File: config.mk
export PLATFORM = sky130hd
export DESIGN_NAME = spi_stream_scheduler
export DESIGN_NICKNAME = d
export VERILOG_FILES = /design/src/rtl/spi_stream_scheduler.sv
export SDC_FILE = /design/constraint.sdc
export NUM_CORES = 1
export LEC_CHECK = 0
export ABC_AREA = 1
export ABC_CLOCK_PERIOD_IN_PS = 1750
export CORE_AREA = 2 2 87 89
export CTS_CLUSTER_SIZE = 12
export DETAILED_ROUTE_END_ITERATION = 12
export DIE_AREA = 0 0 89 91
export PLACE_DENSITY = 0.65
export SYNTH_ARGS = -nofsm -noshare
export SYNTH_HDL_FRONTEND = slang
export SYNTH_SLANG_ARGS = --single-unit
File: constraint.sdc
create_clock -name CLK_40 -period 1.75 [get_ports CLK_40]
set_clock_uncertainty 0.2 [all_clocks]
set_input_delay 0.4375 -clock CLK_40 [delete_from_list [all_inputs] [get_ports CLK_40]]
set_output_delay 0.4375 -clock CLK_40 [all_outputs]
set_load 0.05 [all_outputs]
File: src/rtl/spi_stream_scheduler.sv
// Arbitrates the shared SPI acquisition link between audio refill and video bank fill.
// Audio normally wins, with bounded video starvation, a burst watchdog and an inter-burst gap.
module spi_stream_scheduler #(
  parameter int AUD_LVL_W      = 10,
  parameter int AUD_LOW_WM     = 256,
  parameter int AUD_CRIT_WM    = 64,
  parameter int MAX_AUD_CONSEC = 2,
  parameter int AUD_BURST_BITS = 2048,
  parameter int VID_BURST_BITS = 480000,
  parameter int LEN_W          = 19,
  parameter int GAP_CYCLES     = 16,
  parameter int TIMEOUT_CYCLES = 1 << 22
) (
  input  logic                 CLK_40,
  input  logic                 reset,
  input  logic                 vid_req,
  input  logic [AUD_LVL_W-1:0] aud_level,
  input  logic                 pause_en,
  input  logic                 xfer_done,
  output logic                 start_req,
  output logic                 xfer_is_audio,
  output logic [LEN_W-1:0]     xfer_len,
  output logic                 vid_grant,
  output logic                 aud_grant,
  output logic                 busy,
  output logic                 timeout_err
);
  localparam int TMR_W = $clog2(TIMEOUT_CYCLES);
  localparam int GAP_W = $clog2(GAP_CYCLES + 1);
  localparam int CON_W = $clog2(MAX_AUD_CONSEC + 1);

  typedef enum logic [1:0] {IDLE, ISSUE, WAIT, GAP} state_t;

  state_t             r_state;
  logic               r_start_req, r_vid_grant, r_aud_grant, r_busy, r_timeout_err, r_is_audio;
  logic [LEN_W-1:0]   r_len;
  logic [TMR_W-1:0]   r_timer;
  logic [GAP_W-1:0]   r_gap_cnt;
  logic [CON_W-1:0]   r_aud_consec;

  logic w_aud_need, w_aud_crit, w_pick_aud, w_pick_vid;

  assign w_aud_need = aud_level < AUD_LVL_W'(AUD_LOW_WM);
  assign w_aud_crit = aud_level < AUD_LVL_W'(AUD_CRIT_WM);

  // Video wins a contested slot only once audio has used up its consecutive allowance.
  always_comb begin
    w_pick_aud = 1'b0;
    w_pick_vid = 1'b0;
    if (w_aud_crit)
      w_pick_aud = 1'b1;
    else if (w_aud_need && vid_req) begin
      if (r_aud_consec < CON_W'(MAX_AUD_CONSEC)) w_pick_aud = 1'b1;
      else                                        w_pick_vid = 1'b1;
    end
    else if (w_aud_need)
      w_pick_aud = 1'b1;
    else if (vid_req)
      w_pick_vid = 1'b1;
  end

  always_ff @(posedge CLK_40) begin
    if (reset) begin
      r_state       <= IDLE;
      r_start_req   <= 1'b0;
      r_vid_grant   <= 1'b0;
      r_aud_grant   <= 1'b0;
      r_busy        <= 1'b0;
      r_is_audio    <= 1'b0;
      r_len         <= '0;
      r_timeout_err <= 1'b0;
      r_aud_consec  <= '0;
      r_timer       <= '0;
      r_gap_cnt     <= '0;
    end else begin
      r_start_req <= 1'b0;
      r_vid_grant <= 1'b0;
      r_aud_grant <= 1'b0;
      case (r_state)
        IDLE: begin
          if (!pause_en && (w_pick_aud || w_pick_vid)) begin
            r_state     <= ISSUE;
            r_start_req <= 1'b1;
            r_aud_grant <= w_pick_aud;
            r_vid_grant <= w_pick_vid;
            r_is_audio  <= w_pick_aud;
            r_len       <= w_pick_aud ? LEN_W'(AUD_BURST_BITS) : LEN_W'(VID_BURST_BITS);
            r_busy      <= 1'b1;
            // Only audio grants that actually held off a waiting video count toward starvation.
            if (w_pick_aud && vid_req) begin
              if (r_aud_consec != CON_W'(MAX_AUD_CONSEC)) r_aud_consec <= r_aud_consec + 1'b1;
            end else
              r_aud_consec <= '0;
          end
        end
        ISSUE: begin
          r_state <= WAIT;
          r_timer <= '0;
        end
        WAIT: begin
          if (xfer_done) begin
            r_state   <= GAP;
            r_gap_cnt <= '0;
          end else if (r_timer == TMR_W'(TIMEOUT_CYCLES - 1)) begin
            r_state       <= GAP;
            r_gap_cnt     <= '0;
            r_timeout_err <= 1'b1;
          end else
            r_timer <= r_timer + 1'b1;
        end
        GAP: begin
          if (r_gap_cnt == GAP_W'(GAP_CYCLES - 1)) begin
            r_state <= IDLE;
            r_busy  <= 1'b0;
          end else
            r_gap_cnt <= r_gap_cnt + 1'b1;
        end
        default: r_state <= IDLE;
      endcase
    end
  end

  assign start_req     = r_start_req;
  assign vid_grant     = r_vid_grant;
  assign aud_grant     = r_aud_grant;
  assign busy          = r_busy;
  assign xfer_is_audio = r_is_audio;
  assign xfer_len      = r_len;
  assign timeout_err   = r_timeout_err;
endmodule

==> metrics <==
slowest CP cell=dfxtp_2; initial antenna violation count=0; clock root cell=clkbuf_8; ant diodes=0; layout cell share with drive strength beyond 1=0.353; # DRC=0; critical path data arrival time=approximately 1800 ps; min-delay src=r_gap_cnt[4]; Final setup viols=9; Yosys warnings=0; fin crit period=1790 ps; antenna violation net count after detailed routing=0; Top-Level Pins=40; crit end category=flop; initial DRC count=140; Site Rows=31; final worst slack=-39.2 ps; post-synthesis cell type count=34; drt total wl=6.31 mm; max_cap viols=0; Worst EP required=~1800 ps; Die X=between 80 and 90 um; RSZ-0062 raised after global routing=yes; Worst R2R Start=r_timer[1]; filler cell count=~670; crit-path max cell delay=360 ps; Syn Inst Count=approximately 370; failing checks=negative setup slack; hpwl dp=around 4.5 mm; worst-skew pair later-pin latency=approximately 300 ps; vias in the first global route=2450; crit path kind=reg -> reg; pwr/cell area=1290 mW/mm2; maximum clock rate=roughly 560 MHz; Hold/Removal Path Class=reg -> reg; Final nets=about 460; critical path cell sequence=ha_4 > nand2_4 > nor2_4 > nand2_2 > nor2_4 > nand2_4 > nand3_4 > buf_6 > buf_6 > nand3_2 > nand2_2 > nor2_2; Critical path origin=r_timer[1]; Final Hold Vio Count=0; status=complete, but fails checks; Slew Limit Fails=0; first-pass GRT wire length=approximately 11 mm; cts bufs inserted=5; grt ovf=0; crit share post-route=1.02; sequential fraction of the synthesis area=0.312; Mapped Area=0.00244 mm2; CP top delay family=simple AND/OR/NAND/NOR gates; htree depth=2; Die H=a little over 90 um; core area=roughly 0.0071 mm2; 1st-pass router iterations=4; mean post-synth cell area=between 6 and 7 um2; largest net degree at the start of global routing=22; leak pwr=1.42 nW; Initial Util=0.342; CTS Buffer Depth=2; Non-Filler Instances=between 500 and 600; clock slew seen by the registers of the worst setup and hold paths=approximately 80 ps; Inst Count DP=between 500 and 600; WP buf/inv=2; Port-buffer cells=22; Tot GR Track Use=0.164; critical path startpoint category=flop; Seq. cell area=766 um2; vias=between 2000 and 2500; CTS sink count=38; Peak VDD IR=887 uV; gp weighted congestion=~0.94; WL/cell=roughly 12 um; CTS tree=yes; Max FO, Critical Path=5; DP Worst Slack=-341 ps; Area Overhead vs Synth=48.4%; FF+latch count, synth=38; area of the multi-input gates=approximately 0.0016 mm2; die footprint=around 0.008 mm2; post-DR vias/cell=4.63
==> worst register-to-register path, cell delays in order, from the launching register on <==
cell and delay, ps:
dfxtp_2 360, ha_4 160, nand2_4 60, nor2_4 100, nand2_2 80, nor2_4 110, nand2_4 70, nand3_4 110
buf_6 140, buf_6 120, nand3_2 80, nand2_2 80, nor2_2 30
==> kinds of logic (layout without fill, tap and decap cells) <==
kind of cell    after synthesis  after routing  share of synthesized area
xor+xnor                      9              9                     0.0323
buf+inv                      60            111                      0.134
compound gates               43             43                     0.0965
flops                        38             38                      0.312
fa+ha+maj                     9              9                     0.0462
simple gates                212            212                      0.377
other cells                   1             11                    0.00154
==> layout make-up <==
type | instances | share of cell area
clock inverter | 2 | 0.0166
sequential | 38 | 0.212
multi-input combinational | 284 | 0.455
tap | 99 | 0.0343
clock buffer | 6 | 0.0228
timing repair buffer | 72 | 0.225
inverter | 31 | 0.0343
==> worst paths after layout <==
| kind | slack [ps] | cells after the start | to |
|---|---|---|---|
| max reg2reg | -40 | 12 | r_timer[21] |
| min | 300 | 2 | r_gap_cnt[4] |
| max | -40 | 12 | r_timer[21] |
| min reg2reg | 300 | 2 | r_gap_cnt[4] |
==> cell usage in the layout, fill, tap and decap left out, drive strengths merged <==
cell type      netlist  layout
nor3                 4       4
xor2                 7       7
o21ai               15      15
bufinv               0       2
clkbuf               5       6
o21bai               5       5
or2                  2       2
nor2                83      83
xnor2                2       2
clkdlybuf4s50        0       8
nor4                 1       1
inv                 29      30
o21a                 1       1
a21oi               21      21
dfxtp               38      38
buf                 24      64
conb                 1      11
clkinv               2       1
nand2               87      87
nand3               31      31
ha                   9       9
a31oi                1       1
nand4                4       4
==> report_power, final <==
group	leakage (nW)	switching, mW	total [mW]	internal, mW
Clock	0.0714	0.333	0.942	0.608
Sequential	0.311	0.159	1.19	1.03
Combinational	1.04	1.40	2.51	1.11
==> metrics by stage <==
step | instance area (um2) | TNS [ps] | util | hold slack, ps | total power, mW
floorplan | 2490 | 0 | - | 243 | 2.45
global placement | 3110 | -3680 | 0.436 | 265 | 3.05
detailed placement | 3110 | -4590 | 0.436 | 288 | 3.09
CTS | 3430 | -417 | 0.481 | 303 | 4.37
global route | 3620 | -2480 | 0.507 | 325 | 4.96
finish | 3620 | -154 | 0.507 | 302 | 4.65
==> synth_stat cells, drive strengths merged <==
library cell,number,area share
nand2,87,0.15
nor2,83,0.14
dfxtp,38,0.31
nand3,31,0.069
inv,29,0.045
buf,24,0.076
a21oi,21,0.045
o21ai,15,0.031
ha,9,0.046
xor2,7,0.025
clkbuf,5,0.0077
o21bai,5,0.015
nand4,4,0.010
nor3,4,0.0082
clkinv,2,0.0051
or2,2,0.0051
xnor2,2,0.0072
a31oi,1,0.0026
conb,1,0.0015
nor4,1,0.0026
o21a,1,0.0031
==> routing by layer <==
| metal | vias to the layer above | GRT usage | share of wire |
|---|---|---|---|
| met2 | 49 | 0.274 | 0.52 |
| met4 | 0 | 0.0597 | 0.014 |
| met3 | 8 | 0.0391 | 0.047 |
| met5 | - | 0 | 0 |
| li1 | 1275 | - | - |
| met1 | 1130 | 0.201 | 0.42 |
==> flip-flops by register name (all words and copies together), names as in the netlist <==
signal        count
vid_grant         1
r_aud_consec      2
r_timer          22
aud_grant         1
busy              1
timeout_err       1
xfer_len          2
start_req         1
r_gap_cnt         5
r_state           2
==> repair_timing <==
action / 4_1_cts / 5_1_grt
pin swaps: 18 / 18
hold buffers: 0 / 0
gates cloned: 2 / 0
gates resized for setup: 32 / 53
hold endpoints to repair: 0 / 0
setup endpoints to repair: 31 / 33
buffers inserted: 5 / 0
Power figures use the tool's default switching activity.
==> edit 1: new RTL, same flow settings <==
Change the parameter `MAX_AUD_CONSEC` from 2 to 4.
--- a/src/rtl/spi_stream_scheduler.sv
+++ b/src/rtl/spi_stream_scheduler.sv
@@ -6,3 +6,3 @@
   parameter int AUD_CRIT_WM    = 64,
-  parameter int MAX_AUD_CONSEC = 2,
+  parameter int MAX_AUD_CONSEC = 4,
   parameter int AUD_BURST_BITS = 2048,
Function: no difference found for any inputs over 10 cycles, from zero or initial values and one cycle with reset high; that may be too few to reach the edited logic, so the function may still have changed.
==> edit 1 against the original RTL <==
The run still ends with setup timing left. Sequential cell count is 1 higher. Cell area grew 4.2%. Power is 6.0% lower. Worst setup slack got worse by 0.016 ns. Area after synthesis is 1.6% higher. Die area stayed put. Cell count grew 5.3%. Fmax fell by 0.88%. Wire length increased by 7.8%. Largest cell class unchanged.
==> edit 1: results (changes against the original RTL) <==
[logic_synthesis]
synth.distinct_cells=28  ; was 34
synth_xor_area_frac=0.0177  ; was 0.0323
ys_top_cells_by_count=93 x nand2_1, 73 x nor2_1, 39 x dfxtp_1  ; was 80 x nand2_1, 76 x nor2_1, 38 x dfxtp_1
yosys_register_bits=39  ; was 38
ys_seq_area_frac=0.315  ; was 0.312
synth_fa_ha_area_frac=0.0505  ; was 0.0462

[placement]
dp_cells=544  ; was 517
routabilityCongestion=0.897  ; was 0.943
post-dp-hpwl_um=4770  ; was 4470 um

[cells_and_area]
final.fill_count=685  ; was 667
drive_gt1_frac=0.377  ; was 0.353
n_all_buffers=88  ; was 72
diodes=0  ; unchanged
seq_share=0.210  ; was 0.212
multi_input_area_um2=1720  ; was 1650 um^2
reg_top3=r_timer x22, r_gap_cnt x5, r_aud_consec x3  ; was r_timer x22, r_gap_cnt x5
bufAreaShareNonClock=0.247  ; was 0.225
final-clk-cell-share=0.0236  ; was 0.0394

[sta]
tns_ns=-0.290  ; was -0.154 ns
setup_viol=13  ; was 9
whs_ns=0.288  ; was 0.302 ns
worst_slack_ns=-0.0550  ; was -0.0392 ns

[routing]
post_drt_wl_per_cell_um=12.1  ; was 11.9 um
drt_iter0_drc=162  ; was 140
drtPass1Iterations=6  ; was 4
wl_um=6800  ; was 6310 um
vias_per_cell=4.70  ; was 4.63

[setup_path]
arrival_ns=1.85  ; was 1.79 ns
reg2regPathDepth=11  ; was 12

[global_routing]
grt_pass1_wl_um=11300  ; was 10800 um
grt_pass1_vias=2556  ; was 2450
track_usage=0.174  ; was 0.164

[outcome]
status=finished, violations left  ; unchanged
violations=setup timing  ; unchanged

[power]
vdd_drop_max_mv=0.836  ; was 0.887 mV
power_density_nw_per_um2=1160  ; was 1290 nW/um^2
p_comb_w=0.00256  ; was 0.00251 W
p_switching_w=0.00189  ; was 0.00190 W
leakage_nw=1.50  ; was 1.42 nW
fin_total_pwr_w=0.00437  ; was 0.00465 W

==> edit 1: cell types whose count changed in the layout (fill, tap and decap cells not counted), sizes merged, moves of 2 or more <==
cell      unedited run  this run
clkinvlp             0         2
xor2                 7         5
xnor2                2         0
nor2                83        78
nand2               87        97
and3                 0         2
bufinv               2         0
o21ai               15        12
buf                 64        79
nor3                 4        10
a21oi               21        27
==> edit 1: layer usage <==
metal / track usage / part of all wire
met1: 0.215 / 0.45
met2: 0.300 / 0.50
met3: 0.0291 / 0.027
met4: 0.0572 / 0.019
met5: 0 / 0
==> edit 1: repair_timing <==
| item | 4_1_cts | 5_1_grt |
|---|---|---|
| pin swaps | 7 | 18 |
| hold endpoints to repair | 0 | 0 |
| setup endpoints to repair | 26 | 38 |
| cloned | 1 | 1 |
| resized for setup | 23 | 77 |
| setup buffers | 4 | 3 |
==> edit 2: new RTL, same settings <==
Made on the original files. Register the output `timeout_err` once more, without a reset; this adds one clock of latency there. The other outputs are not delayed to match.
--- a/src/rtl/spi_stream_scheduler.sv
+++ b/src/rtl/spi_stream_scheduler.sv
@@ -128,3 +128,5 @@
   assign xfer_len      = r_len;
-  assign timeout_err   = r_timeout_err;
+  always_ff @(posedge CLK_40) begin
+    timeout_err <= r_timeout_err;
+  end
 endmodule
Behaviour: same outputs for any inputs over 10 cycles, from zero or initial values and one cycle with reset high; that may be too few to reach the edited logic, so the function may still have changed.
==> edit 2 against the original RTL <==
The flow still finishes with violations (setup timing). Cell area is 0.21% higher. Area after synthesis increased by 0.82%. Global-route usage increased by 0.14 points. Cell count up 0.38%. Clock power shrank 16%. Worst setup slack got worse by 0.058 ns. Power down 5.9%. Combinational power shrank 6%. Sequential cell count grew 1. Wire length grew 3.8%.
==> edit 2: results (changes against the original RTL) <==
[logic_synthesis]
ys_top_cells_by_count=80 x nand2_1, 76 x nor2_1, 39 x dfxtp_1  ; was 80 x nand2_1, 76 x nor2_1, 38 x dfxtp_1
ys_seq_area_frac=0.318  ; was 0.312
synth_xor_area_frac=0.0321  ; was 0.0323
synth_fa_ha_area_frac=0.0458  ; was 0.0462
yosys-top-cells-area=dfxtp_1 32%, nand2_1 12%, nor2_1 12%  ; was dfxtp_1 31%, nand2_1 12%, nor2_1 12%
synth.distinct_cells=34  ; unchanged
synth_compound_area_frac=0.0957  ; was 0.0965

[placement]
post-dp-hpwl_um=4240  ; was 4470 um
dpl_cell_area_um2=3110  ; about the same
routabilityCongestion=0.872  ; was 0.943

[cells_and_area]
final.fill_count=684  ; was 667
regArea_um2=787  ; was 766 um^2
drive_gt1_frac=0.352  ; was 0.353
nets=458  ; was 456

[sta]
worst_slack_ns=-0.0967  ; was -0.0392 ns
tns_ns=-2.04  ; was -0.154 ns
setup_viol=29  ; was 9

[routing]
post_drt_wl_per_cell_um=12.3  ; was 11.9 um
drt_iter0_drc=128  ; was 140
vias=2494  ; was 2462

[min_path]
min_path_cells=0  ; was 2

[setup_path]
critical_path.max_fanout=7  ; was 5
worst_path_largest_cell_delay_ns=0.36  ; about the same
arrival_ns=1.84  ; was 1.79 ns
reg2regPathDepth=11  ; was 12

[power]
leakage_nw=1.44  ; was 1.42 nW
vdd_drop_max_mv=0.742  ; was 0.887 mV

[outcome]
violations=setup timing  ; unchanged
status=finished, violations left  ; unchanged

[global_routing]
track_usage=0.165  ; was 0.164
antenna_found_initial=0  ; unchanged
grt_pass1_vias=2365  ; was 2450
grt_max_degree=16  ; was 22
grt_pass1_wl_um=10700  ; was 10800 um

edit 2: changes by cell type after synthesis:
cell	delta
dfxtp_1	+1
edit 2: stage by stage:
stage	setup slack (ns)	instances
2_1_floorplan	0.00870	383
3_3_place_gp	-0.282	514
4_1_cts	-0.0589	530
6_report	-0.0967	534
3_5_place_dp	-0.357	514
5_1_grt	-0.204	534
edit 2: critical path: cells and delay by family (launching register included):
kind,cells,cell delay (ns)
DFF,1,0.36
adders and majority gates,1,0.16
AOI/OAI and AO/OA,1,0.14
buffers and inverters,1,0.14
and+or+nand+nor,8,0.74
edit 2: report_power, final:
| group | internal, W | total (W) | switching (W) |
|---|---|---|---|
| Sequential | 0.00106 | 0.00121 | 0.000156 |
| Clock | 0.000462 | 0.000795 | 0.000334 |
| Combinational | 0.000969 | 0.00236 | 0.00140 |
| Total | 0.00249 | 0.00437 | 0.00189 |
edit 2: layer usage:
layer	routed length, um	global-route usage	part of all wire	up-vias
li1	-	-	-	1277
met2	3280	0.278	0.50	80
met3	406	0.0355	0.062	11
met1	2760	0.205	0.42	1126
met4	100	0.0585	0.015	0
met5	0	0	0	-
edit 2: layout make-up:
class | instances | area share
repair buffers | 72 | 0.219
clock buffers | 6 | 0.0228
multi-input cells | 285 | 0.462
inverters | 31 | 0.0349
well taps | 99 | 0.0342
clock inverters | 2 | 0.00967
flip-flops and latches | 39 | 0.217
edit 2: worst paths after layout:
kind	slack, ns	from	end
min reg2reg	0.15	r_timeout_err	timeout_err
max	-0.1	r_timer[0]	r_timer[2]
min	0.15	r_timeout_err	timeout_err
max reg2reg	-0.1	r_timer[0]	r_timer[2]
edit 2: repair_timing:
action	in CTS	in global routing
gates resized for setup	32	54
endpoints found under the setup margin	32	33
pin swaps	14	25
buffers inserted	5	6
endpoints found under the hold margin	0	0
cloned	3	0
